**src/rtl/sd_sector_arbiter.sv**
```systemverilog
`default_nettype none
// ============================================================================
// sd_sector_arbiter -- round-robin arbiter granting loader/glue sector
// requests onto the single hps_io SD port. Optional ack watchdog: SD_ARB_TIMEOUT_EN
// Rev 1.0
// ============================================================================
module sd_sector_arbiter #(
   parameter int TIMEOUT_CYCLES = 10_000_000
) (
   input  logic       clk_100m,
   input  logic       reset,
   input  logic [1:0] req,
   input  logic [1:0] req_wr,
   input  logic [8:0] req_lba0,
   input  logic [8:0] req_lba1,
   output logic [1:0] done,
   output logic [1:0] err,
   output logic       busy,
   output logic       owner,
   output logic [8:0] sd_lba,
   output logic       sd_rd,
   output logic       sd_wr,
   input  logic       sd_ack
);

   typedef enum logic [2:0] {
      S_IDLE     = 3'd0,
      S_ISSUE    = 3'd1,
      S_WAIT_ACK = 3'd2,
      S_XFER     = 3'd3,
      S_DONE     = 3'd4
   } state_t;

   state_t     r_state;
   state_t     w_state_nxt;
   logic       r_owner;
   logic       r_dir_wr;
   logic       r_last;
   logic       r_rd;
   logic       r_wr;
   logic [8:0] r_lba;
   logic [1:0] r_done;
   logic       w_gnt;
   logic       w_timeout;
   logic       w_strobe_nxt;
   logic [1:0] w_owner_oh;

   if ((TIMEOUT_CYCLES < 2) || (TIMEOUT_CYCLES > 16777216)) begin : g_bad_timeout
      $error("sd_sector_arbiter: TIMEOUT_CYCLES must lie in 2..2^24");
   end

   // Under contention the requester not served last wins.
   assign w_gnt      = (req == 2'b11) ? ~r_last : req[1];
   assign w_owner_oh = r_owner ? 2'b10 : 2'b01;

   always_ff @(posedge clk_100m) begin
      if (reset) begin
         r_state <= S_IDLE;
      end else begin
         r_state <= w_state_nxt;
      end
   end

   always_comb begin
      w_state_nxt = r_state;
      case (r_state)
         S_IDLE: begin
            if (|req) w_state_nxt = S_ISSUE;
         end
         S_ISSUE: begin
            w_state_nxt = S_WAIT_ACK;
         end
         S_WAIT_ACK: begin
            if (w_timeout)   w_state_nxt = S_DONE;
            else if (sd_ack) w_state_nxt = S_XFER;
         end
         S_XFER: begin
            if (w_timeout || !sd_ack) w_state_nxt = S_DONE;
         end
         S_DONE: begin
            w_state_nxt = S_IDLE;
         end
         default: begin
            w_state_nxt = S_IDLE;
         end
      endcase
   end

   // Strobes are registered, so they follow the state one edge later.
   assign w_strobe_nxt = (w_state_nxt == S_WAIT_ACK);

   always_ff @(posedge clk_100m) begin
      if (reset) begin
         r_owner  <= 1'b0;
         r_dir_wr <= 1'b0;
         r_lba    <= 9'd0;
         r_last   <= 1'b1;
         r_rd     <= 1'b0;
         r_wr     <= 1'b0;
         r_done   <= 2'b00;
      end else begin
         if ((r_state == S_IDLE) && (|req)) begin
            r_owner  <= w_gnt;
            r_dir_wr <= req_wr[w_gnt];
            r_lba    <= w_gnt ? req_lba1 : req_lba0;
         end
         if (r_state == S_DONE) r_last <= r_owner;
         r_rd   <= w_strobe_nxt & ~r_dir_wr;
         r_wr   <= w_strobe_nxt &  r_dir_wr;
         r_done <= (w_state_nxt == S_DONE) ? w_owner_oh : 2'b00;
      end
   end

`ifdef SD_ARB_TIMEOUT_EN
   localparam logic [23:0] c_wd_limit = 24'(TIMEOUT_CYCLES - 1);

   logic [23:0] r_wd;
   logic [1:0]  r_err;

   always_ff @(posedge clk_100m) begin
      if (reset) begin
         r_wd  <= 24'd0;
         r_err <= 2'b00;
      end else begin
         if (r_state == S_ISSUE) begin
            r_wd <= 24'd0;
         end else if ((r_state == S_WAIT_ACK) || (r_state == S_XFER)) begin
            r_wd <= r_wd + 24'd1;
         end
         r_err <= ((w_state_nxt == S_DONE) && w_timeout) ? w_owner_oh : 2'b00;
      end
   end

   assign w_timeout = ((r_state == S_WAIT_ACK) || (r_state == S_XFER)) && (r_wd == c_wd_limit);
   assign err       = r_err;
`else
   assign w_timeout = 1'b0;
   assign err       = 2'b00;
`endif

   assign busy   = (r_state != S_IDLE);
   assign owner  = r_owner;
   assign sd_lba = busy ? r_lba : 9'd0;
   assign sd_rd  = r_rd;
   assign sd_wr  = r_wr;
   assign done   = r_done;

endmodule
`default_nettype wire
```
**config.mk**
```make
export PLATFORM = sky130hd
export DESIGN_NAME = sd_sector_arbiter
export DESIGN_NICKNAME = d
export VERILOG_FILES = /design/src/rtl/sd_sector_arbiter.sv
export SDC_FILE = /design/constraint.sdc
export NUM_CORES = 1
export LEC_CHECK = 0
export ABC_AREA = 1
export ABC_CLOCK_PERIOD_IN_PS = 2180
export CORE_MARGIN = 2
export CORE_UTILIZATION = 45
export DETAILED_ROUTE_END_ITERATION = 12
export HOLD_SLACK_MARGIN = 0.05
export PLACE_DENSITY = 0.83
export SYNTH_ARGS = -nofsm -noshare
export SYNTH_HDL_FRONTEND = slang
export SYNTH_SLANG_ARGS = --single-unit
```
**constraint.sdc**
```tcl
create_clock -name clk_100m -period 2.18 [get_ports clk_100m]
set_clock_uncertainty 0.05 [all_clocks]
set_input_delay 0.436 -clock clk_100m [delete_from_list [all_inputs] [get_ports clk_100m]]
set_output_delay 0.436 -clock clk_100m [all_outputs]
set_load 0.005 [all_outputs]
```
-- After elaboration in Yosys (flattened, before gate mapping)
Index checks and enable logic that the tools add are counted.
- register bits after elaboration: 19
- output and inout port bits: 17
- logic and storage cells: 36
- input bits: 25
- reduce and logical (&&, ||, !) cells: 5
- multiplexer cells: 10
- eq/ne operators: 7
- bitwise gates (word level): 5
- $lt $le $gt $ge: 1
- operators by type and width (cell ; count):
    $mux W9 ; 2
    $pmux W3 S4 ; 1
    $eq A3 B2 Y1 const B ; 3
    $mux W3 ; 3
    $eq A3 B3 Y1 const B ; 2
    $reduce_or A2 Y1 ; 2
    $eq A3 B1 Y1 const B ; 1
    $logic_not A3 Y1 ; 1
    $mux W1 ; 3
    $not A1 Y1 ; 3
    $reduce_bool A3 Y1 ; 1
    $and A1 B1 Y1 ; 2
    $eq A2 B2 Y1 const B ; 1
    $lt A1 B2 Y1 const B ; 1
    $mux W2 ; 1
    $logic_and A1 B1 Y1 ; 1

-- Longest topological paths before layout
Gate-level depths: netlist of the first run.
- depth in word-level cells: 6
- mapped depth: 7
- mapped depth without buffers: 6

-- Worst setup path before layout of the first run
OpenSTA, ideal clock, no wires.
- path kind: register to output
- start point: register r_state[1]
- end point: output port sd_lba[0]
- data arrival time: 0.787 ns
- setup slack: 0.907 ns
- buffers on the path: 0
- required time: 1.694 ns
- stages on the path, launching flop included: 5
- path through: dfxtp_1 -> nor2_8 -> nand2_4 -> inv_2 -> nor2_1
- longest elaborated chain between the ends: 2
- ends and longest elaborated chain (what ; line ; text):
    from (decl) ; 34 ; state_t r_state;
    from (signal assigned) ; 60 ; r_state <= w_state_nxt;
    $reduce_bool A3 Y1 ; 141 ; assign busy = (r_state != S_IDLE);
    named net busy ; 18 ; output logic busy,
    $mux W9 ; 143 ; assign sd_lba = busy ? r_lba : 9'd0;
    to (decl) ; 20 ; output logic [8:0] sd_lba,
The timed path passes the listed nets, and every way through them passes these cells.

-- Worst setup path in the final report of the first run
- start point: register r_state[1]
- end point: output port sd_lba[4]
- longest elaborated chain between the ends: 2
- ends and longest elaborated chain (what ; line):
    $reduce_bool A3 Y1 ; 141
    $mux W9 ; 143
Every way passes these cells.

==> reports/results.txt, run 1 <==
The flow ran to the end, and the final reports show no timing, DRC or antenna violations. Via count of the first global-routing pass: 915. The depth of the worst register-to-register path was 6; the site row count was 17. The biggest area consumer among synthesized cells was dfxtp_1. Counting the fill cells in the layout gives 208. The internal portion of total power came out at 0.000593 W.

Clock-pin slew was measured on the worst setup and hold paths at 0.10 ns. 0 antenna diodes ended up in the layout. For the total net switching power, the log shows 0.000281 W. The post-DP HPWL came out at 1700 um. Hold repair after CTS inserted 0 buffers. Setup repair after global routing left no endpoint under its margin. The logs give 0.930 for the final weighted congestion in routability-driven placement and 0 for the total DRC errors in the routed layout. The number of vias in the routed layout is 995, and the footprint of the flip-flops and latches is 387 um^2. The logs give 3 for the TritonCTS buffer count and 217 for the cell count after placement.

The critical path is of the reg -> out type. After the flow finishes, the layout carries non-filler instances totaling 221. The logs give 33.4% for the part of the total power dissipated in combinational logic and 2 for the maximum count of clock buffers along a single path.

The tools report the number of antenna violations at the first check in global routing as 0. Total count of hold-check failures in the final report: 0. After routing, the total negative slack on setup checks comes to 0 ns. Ranked by total cell area, the synthesized netlist is headed by dfxtp_1, nand2_1, nor2_1, inv_1, nand3_1. The slowest stage cell on the critical path is clkdlybuf4s50_1.

The signal on the critical path passes through nor2_8, nand2_4, inv_2, nor2_1, clkdlybuf4s50_1. The first detailed-routing pass took 5 iterations. Setup violations remaining at the end of the flow were counted as 0.

The tools report the startpoint type of the worst setup path as a flop. Across the VDD grid, the largest voltage drop is 0.397 mV. For this run, the total global-route usage over all layers was measured as 17.8%.

Yosys mapped a number of flops with a built-in enable equal to 0. Using the TritonRoute via totals, the vias-per-cell ratio works out to 4.50. The tools report the terminating pin of the worst hold path as r_state[2].

TritonCTS built the clock tree. In the finished design, the share of the clock period the worst path needs comes to 96.2%. The main flop type after synthesis was dfxtp_1. The die is 51.7 um wide.

The number of distinct library cells after synthesis came out at 23. The wire length of the first global-routing pass was 3620 um. The hold-critical path depth is 1, and the final global-route overflow total is 0. The portion of total power attributed to the clock network is 20.5%, and the height of the die is 51.7 um.

The tools report the total standard cell area after synthesis as 1020 um^2. The number of gates resized after cts came out at 2. In this run the most critical hold path is launched from r_state[2]. The delay contributed by the slowest stage of the critical path works out to 0.51 ns.

The post-route netlist has 8.81% of its cells at a drive strength greater than 1. The region available for standard cell placement spans 2170 um^2. Summed over all layers, the routed wires come to 2220 um. In this run, synthesis produced a sequential element count of 19.

Sequential cells were found to cover 37.2% of the synthesized design area. The endpoint kind of the worst setup timing path was a primary output. The post-synthesis area per instance is 6.64 um^2, and the final count of pins violating max slew is 0. Area of combinational cells with multiple inputs: 504 um^2. The tools report the largest net degree at the start of global routing as 20. The floorplan step defined a die boundary enclosing 2670 um^2. Net switching is 32.1% of the power. For this configuration, the core starts out at a cell density of 47.1%.

The run gives 1.00 ns as the setup slack on the worst flop-to-flop path. Per report_power, the sequential group accounts for 46.1% of the total. In this run the clock root is driven by a clkbuf_4. In this run, the number of DRC markers left after iteration 0 of detailed routing was 12.

For this design the ratio of total power to cell area is 609 nW/um^2. Worst hold path class: reg -> reg. In the synthesized netlist the async set-or-reset flop fraction comes to 0%. The H-tree depth was 1. Relative to the synthesized area, the layout overhead comes to 40.4%. The number of buffers inserted to repair setup after CTS is 0. Max-cap violations in this run came to 0. The worst register-to-register path ends at r_lba[4]. In the final routed layout, each cell accounts on average for 10.0 um. The fraction of post-synthesis cell area in the top cell type by area is 37.2%.

The tools report the launch instance of the worst register-to-register path as r_state[1]. At the worst endpoint, the arrival time is 1.61 ns. The number of clock sinks is 19. The final-stage net count was 219; the data required time at the worst endpoint was 1.69 ns. The minimum clock period after layout came out at 2.10 ns.

The tools report the I/O pin count as 42. For this run, the number of Yosys warnings is 0. Top fanout value on the critical path: 9. The logs give 0 for the remaining number of nets flagged by the antenna check after routing and 477 MHz for the top achievable clock speed. Synthesis produced 154 cells. The source-to-sink clock delay at the later pin of the worst-skew pair was 0.29 ns; the count of buffers inserted at the top-level ports was 39.

The standby leakage power is 0.705 nW.
cells in the final DEF (no fill, tap or decap), types with 2 or more instances in the layout:
cell type / instances
a21oi_1: 2
clkbuf_4: 3
clkdlybuf4s50_1: 38
conb_1: 2
dfxtp_1: 16
dfxtp_2: 2
inv_1: 21
inv_2: 3
nand2_1: 43
nand3_1: 8
nor2_1: 38
nor2_8: 2
nor3_2: 2
final cells by class:
type,instances,area share [%]
multi-input combinational,107,35.1
clock buffer,4,1.83
sequential,19,26.9
tap,28,2.44
inverter,24,6.28
timing repair buffer,39,27.4
cells in the mapped netlist, types with 2 or more instances:
library cell  count
a21oi_1           2
buf_4             2
buf_6             2
dfxtp_1          19
inv_1            21
inv_2             3
nand2_1          43
nand3_1           8
nor2_1           38
nor2_8            2
nor3_2            2
per-stage QoR:
| stage | setup WS [ns] | instance area (um^2) | hold slack [ns] | utilization (%) | total power (W) |
|---|---|---|---|---|---|
| global route | 0.0267 | 1440 | 0.432 | 66.1 | 0.000924 |
| global placement | 0.374 | 1400 | 0.411 | 64.5 | 0.000692 |
| CTS | 0.0130 | 1430 | 0.432 | 65.9 | 0.000880 |
| finish | 0.0830 | 1440 | 0.419 | 66.1 | 0.000874 |
| detailed placement | 0.307 | 1400 | 0.417 | 64.5 | 0.000704 |
| floorplan | 0.907 | 1030 | 0.399 | - | 0.000586 |
critical path, delay by kind of cell, from the launching register on:
family	cells	cell delay, ns
buffers and inverters	2	0.60
flip-flops	1	0.41
AND/OR/NAND/NOR	3	0.31
cell families after synthesis:
family / synth area share (%)
simple gates: 47.1
other cells: 0.367
buf+inv: 13.8
flops: 37.2
compound gates: 1.47
power groups by stage:
| stage | combinational, W | clock [W] | sequential (W) |
|---|---|---|---|
| 4_1_cts | 0.000296 | 0.000182 | 0.000402 |
| 6_report | 0.000292 | 0.000179 | 0.000402 |
| 3_5_place_dp | 0.000294 | 0 | 0.000410 |
| 2_1_floorplan | 0.000180 | 0 | 0.000406 |
| 5_1_grt | 0.000326 | 0.000193 | 0.000405 |
| 3_3_place_gp | 0.000284 | 0 | 0.000408 |
flip-flops by register name, summed over array words and instances (netlist names):
register and flops:
r_dir_wr 1, r_state 3, sd_wr 1, done 2, owner 1, r_lba 9
sd_rd 1, r_last 1
worst max-delay path by stage:
stage                     slack [ns]       start   endpoint
after CTS                       0.01  r_state[0]  sd_lba[4]
after detailed placement        0.31  r_state[2]  sd_lba[4]
after floorplan                 0.91  r_state[1]  sd_lba[0]
after global routing            0.03  r_state[2]  sd_lba[4]
final                           0.08  r_state[1]  sd_lba[4]
after global placement          0.37  r_state[2]  sd_lba[0]
layer usage:
metal | vias up | share of wire [%] | global-route usage [%]
met4 | 0 | 1.4 | 6.58
met1 | 422 | 40 | 18.9
met2 | 39 | 53 | 34.8
met3 | 4 | 6.0 | 2.87
li1 | 530 | - | -
met5 | - | 0 | 0
(Power assumes the default switching activity.)
==> run 2, diff against run 1 <==
Settings changed: ABC_CLOCK_PERIOD_IN_PS 2180 to unset, CORE_MARGIN 2 to 8.
==> reports/results.txt, run 2 (synthesis gave the netlist of run 1 again) <==
The run finished with clean final reports. The slowest stage cell on the critical path is clkdlybuf4s50_1. The met3 routing resource usage after global routing is 4.95%, and the data required time at the worst endpoint is 1.69 ns.

The tools report the via count of the first global-routing pass as 969. The number of clock buffers added by TritonCTS is 3. Dividing the detail-routed wire length by the instance count gives 11.5 um. For this run, the share of the core covered by cells in the final layout is 65.6%. The height of the die works out to 63.7 um. The tools report the site row count as 17. The library cells used most frequently in the layout, excluding fill and tap cells, are nand2_1, nor2_1, clkdlybuf4s50_1, inv_1, dfxtp_1. The maximum resistive drop on vdd is 0.342 mV, and the final period utilization is 95.6%. The number of antenna violations at the first check in global routing was 0. The layout cell share with drive strength beyond 1 works out to 9.33%.

Traced cell by cell, the critical path runs through inv_2, nand2_4, inv_2, nor2_1, clkdlybuf4s50_1. Library cell used as clock root buffer: clkbuf_4. The register with the highest flop count is r_lba.

Counting I/O delays and the setup requirement, the final critical path takes 2.08 ns. TritonCTS built the clock tree. After routing the design area is 1440 um^2. The hold-critical path depth was 1; the count of buffers inserted at the top-level ports was 39. In the routed layout, each cell is associated on average with a via count of 4.49. Worst hold path class: reg -> reg. The DRC violation total after the first TritonRoute iteration was 18; the met1 demand-to-capacity share in global routing was 12.1%. Summed over all layers, the global routing overflow is 0. The delay contributed by the slowest stage of the critical path is 0.52 ns. The flip-flop count of the largest register after layout was 9.

The cell count after placement was 217. The leading cell type in the layout, fill and taps excluded was nand2_1. Final-stage net count: 219. STA classifies the critical path endpoint as a primary output. For this run, the top clock speed supported by timing is 480 MHz. The congestion estimate from routability-driven global placement came to 0.875. In this design, the critical path's most frequently occurring cell is inv_2. Measured along the x axis, the die boundary spans 63.7 um.

The global routing's busiest layer is met2. For the total wirelength of the detailed-routed design, the log shows 2540 um. The count of nets left with antenna violations once routing finished came out at 0. Entering global routing, the biggest net connects 20 pins. The power per cell area came out at 608 nW/um^2. For the post-DP HPWL, the log shows 2010 um. The area added between synthesis and finish was 40.5%. The total count of hold-check failures in the final report is 0.

The endpoint arrival time on the critical path was 1.60 ns; the core region area was 2190 um^2. The worst register-to-register path has a setup slack of 1.00 ns. The clock drives 19 sinks. The critical path is of the reg -> out type.

The first detailed-routing pass took 4 iterations. The standby leakage power is 0.708 nW. The routed layout has 992 vias. Global routing used 12.3% of the available tracks across all layers. Post-CTS timing repair inserted 0 buffers for setup.

The initial utilization of the core area, before any placement, comes to 46.7%. Final antenna diode count: 0. Timing analysis after detailed placement gives a worst setup slack of 0.325 ns.

The worst setup path is launched from a flop. The maximum count of clock buffers along a single path was 2. Once placement finished, the instance area stood at 1400 um^2. The H-tree depth is 1, and the worst setup margin is 0.0954 ns. Across the run, the number of max-cap violations was 0.

For the worst flop-to-flop path, the logic depth is 6. The floorplan step defined a die boundary enclosing 4050 um^2. For this run, design rule violations remaining after detail routing come to 0.

Setup repair after global routing left no endpoint under its margin. At the later pin of the worst-skew pair, clock insertion delay measures 0.29 ns. Hold repair after CTS inserted 0 buffers. The top fanout value on the critical path is 9. For this run, the number of standard cells in the final layout without fillers is 221. The first global-routing pass estimated 4130 um of wire.

In the final timing run, aggregate negative setup slack is 0 ns. The clock edge transition at the registers on the reported setup and hold paths is 0.11 ns, and the I/O pin count is 42. The run gives 0 as the final number of setup-violating endpoints. For the final count of pins violating max slew, the log shows 0. The tools report the global-route track usage on met2 as 22.6%.
run 2: changes by cell type in the layout (fill, tap and decap cells not counted):
cell	change
clkbuf_1	-1
clkinv_2	+1
run 2: layer usage:
metal	vias up	routed length, um
met5	-	0
met4	0	29
met3	4	211
met2	32	1320
met1	424	976
li1	532	-
run 2: per-stage QoR:
| step | power [W] | hold WS (ns) |
|---|---|---|
| final | 0.000874 | 0.420 |
| after global routing | 0.000930 | 0.433 |
| after CTS | 0.000876 | 0.435 |
| after detailed placement | 0.000702 | 0.420 |
| after global placement | 0.000693 | 0.414 |
| after floorplan | 0.000586 | 0.399 |
run 2: layout make-up:
cell class | count | area, um^2
clock buffers | 3 | 22.5
repair buffers | 39 | 393
clock inverters | 1 | 5.00
inverters | 24 | 90.1
multi-input cells | 107 | 504
flip-flops and latches | 19 | 387
well taps | 28 | 35.0
fillers | 186 | 754
run 2: critical path, delay by kind of cell, from the launching register on:
family	cells	cell delay (ns)
buffers and inverters	3	0.69
flip-flops	1	0.39
AND/OR/NAND/NOR	2	0.22
run 2: final timing paths:
check                  start          to
setup / recovery  r_state[2]   sd_lba[1]
hold / removal    r_state[2]  r_state[2]
setup reg to reg  r_state[1]    r_lba[1]
hold reg to reg   r_state[2]  r_state[2]
run 2: timing repair:
item / 4_1_cts / 5_1_grt
setup endpoints to repair: 5 / 9
pin swaps: 0 / 0
hold endpoints to repair: 0 / 0
gates resized for setup: 1 / 4
run 2: where the power goes:
part	leakage, nW	total (W)	switching (W)	internal (W)
clock	0.0177	0.000181	0.000112	0.0000682
sequential	0.158	0.000401	0.0000188	0.000383
combinational	0.532	0.000292	0.000152	0.000139
total	0.708	0.000874	0.000284	0.000590
==> run 3, diff against run 2 <==
Settings changed: CELL_PAD_IN_SITES_DETAIL_PLACEMENT set to 1, CELL_PAD_IN_SITES_GLOBAL_PLACEMENT set to 1, CORE_UTILIZATION 45 to 30, PLACE_DENSITY 0.83 to unset, PLACE_DENSITY_LB_ADDON set to 0.1.
==> reports/results.txt, run 3 (synthesis gave the netlist of run 1 again) <==
The flow ran to the end, and the final reports show no timing, DRC or antenna violations. The signal on the critical path passes through nor2_8, nand2_4, inv_4, nor2_1, clkdlybuf4s50_1. The critical path in this run is classified as reg -> out.

TritonCTS built the clock tree. The run gives 0 as the final count of pins violating max slew. Adding up every negative setup slack in the final design gives 0 ns. The final antenna diode count was 0; the endpoint arrival time on the critical path was 1.57 ns. The minimum clock period after layout is 2.06 ns. The wire length of the first global-routing pass came out at 4630 um. The HPWL after detailed placement is 2190 um.

The gate family responsible for the most delay along the worst path is buffers and inverters. For this block, the routed nets add up to 2730 um of wire. The via count of the first global-routing pass came out at 1,069. In this run the vertical extent of the chip is 74.4 um. The core region is 3310 um^2. The number of antenna violations at the first check in global routing was 0; the I/O pin count was 42. The delay contributed by the slowest stage of the critical path works out to 0.51 ns. The total DRC errors in the routed layout came out at 0.

The die width is 74.4 um. After clock tree synthesis, the clock-pin slew on the worst setup and hold paths is 0.11 ns. After global routing the overflow that remains totals 0. The final layout contains 221 nets.

Ranked by flip-flop count, first place goes to r_lba. Leaving out fill and tap cells, the most frequent cells in the layout are nand2_1, clkdlybuf4s50_1, nor2_1, inv_1, dfxtp_1. The tools report the startpoint type of the worst setup path as a flop. The number of clock sinks was 19. The placed instances occupy a cell area of 1430 um^2.

The routed wire length per instance is 11.3 um, and the hold buffer count at cts is 0. In the final layout, the share of cells above drive strength 1 is 10.3%. Across the VDD grid, the largest voltage drop is 0.237 mV. In this run the remaining antenna-violating nets after routing total 0.

The worst hold path belongs to the class reg -> reg. The run gives 0.29 ns as the source-to-sink clock delay at the later pin of the worst-skew pair. In this run the register-to-register setup slack is 1.01 ns.

Including well taps, the total number of placed cells is 236. Setup violations remaining at the end of the flow were counted as 0. For this design, the slowest cell found on the critical path is clkdlybuf4s50_1.

The tools report the endpoint kind of the worst setup timing path as a primary output. The final cell count without fillers was 241; the filler cell count was 447. For the total routing usage reported by global routing, the log shows 10.9%. The clock passes through at most 2 buffers. The tools report the site row count as 21. The minimum hold slack is 0.403 ns, and the data required time at the worst endpoint is 1.69 ns.

The worst register-to-register path begins at r_state[1]. The routed layout has 1,015 vias. Leaving out fill and tap cells, the most frequent cell in the layout is nand2_1. The run gives 1 as the H-tree depth. The floorplan step defined a die boundary enclosing 5530 um^2.

Max-cap violations in this run came to 0. In this run the power density over the cells is 593 nW/um^2. Origin of the worst min-delay path: r_state[2].

Setup repair after global routing left no endpoint under its margin. For this run, the detailed router's first-pass iteration total came to 6. The worst register-to-register path has a depth of 6.

The starting density of the core was 30.9%; the routed via count divided by cell count was 4.21. The run gives 3 as the TritonCTS buffer count. The critical path contains buffers and inverters numbering 2 combined. The largest net degree at the start of global routing was 20; the hold-critical path depth was 1. The destination of the worst register-to-register timing path is r_lba[6]. The first routing iteration left 37 violations. Compared with the post-synthesis result, the final layout area differs by 44.6%. The final weighted congestion in routability-driven placement is 0.767, and the top achievable clock speed is 486 MHz. The tools report the total count of hold-check failures in the final report as 0. Input and output buffers added on the ports amount to 39.

The flip-flop count of the largest register after layout is 9. In this run the clock root is driven by a clkbuf_4. The final period utilization works out to 94.4%.

Total power for the finished layout comes to 0.000877 W. In this run the worst path has a maximum fanout of 9. Summed over all cells, the static leakage comes to 0.715 nW.

For the final instance area, the log shows 1480 um^2. The tools report the terminating pin of the worst hold path as done[0].
run 3: cell count changes in the layout (fill, tap and decap cells not counted):
| cell | change |
|---|---|
| buf_4 | +2 |
| clkbuf_1 | +1 |
| clkinv_2 | -1 |
| inv_2 | -1 |
| inv_4 | +1 |
| nor2_1 | -1 |
| nor2_2 | +1 |
run 3: worst reg2reg max path: stages (launching register included):
cell and delay, ns:
dfxtp_2 0.37, nor2_8 0.17, nand2_4 0.10, nor2_8 0.17, nand2_1 0.08, nor2_1 0.09, nor2_1 0.04
run 3: routing by layer:
layer / routed length (um) / vias up / share of wire, % / track usage, %
li1: - / 535 / - / -
met1: 1130 / 452 / 41 / 10.2
met2: 1440 / 26 / 53 / 20.8
met3: 140 / 2 / 5.1 / 3.50
met4: 28 / 0 / 1.0 / 4.78
met5: 0 / - / 0 / 0
run 3: power by group:
| part | total (W) | internal, W | switching [W] |
|---|---|---|---|
| Sequential | 0.000400 | 0.000383 | 0.0000179 |
| Clock | 0.000178 | 0.0000712 | 0.000107 |
| Combinational | 0.000299 | 0.000142 | 0.000156 |
| Total | 0.000877 | 0.000596 | 0.000281 |
run 3: worst max-delay path by stage:
stage,depth (start not counted),slack (ns),startpoint,end
CTS,5,0.02,r_state[2],sd_lba[6]
detailed placement,5,0.27,r_state[2],sd_lba[6]
global route,5,0.002,r_state[1],sd_lba[6]
floorplan,4,0.91,r_state[1],sd_lba[0]
finish,5,0.12,r_state[1],sd_lba[6]
global placement,5,0.32,r_state[2],sd_lba[7]
run 3: what timing repair did:
action                                  4_1_cts  5_1_grt
setup buffers                                 0        1
endpoints found under the setup margin        9        8
endpoints found under the hold margin         0        0
resized for setup                             4        3
run 3: through the flow:
step	utilization [%]	worst slack, ns
floorplan	-	0.907
global placement	43.2	0.325
detailed placement	43.2	0.265
CTS	44.2	0.0197
global route	44.6	0.00159
finish	44.6	0.121
run 3: layout make-up:
type	count	area, um^2	area share, %
tap	46	57.6	3.89
inverter	24	92.6	6.27
multi-input combinational	107	507	34.3
clock buffer	4	26.3	1.78
sequential	19	387	26.2
timing repair buffer	41	408	27.6
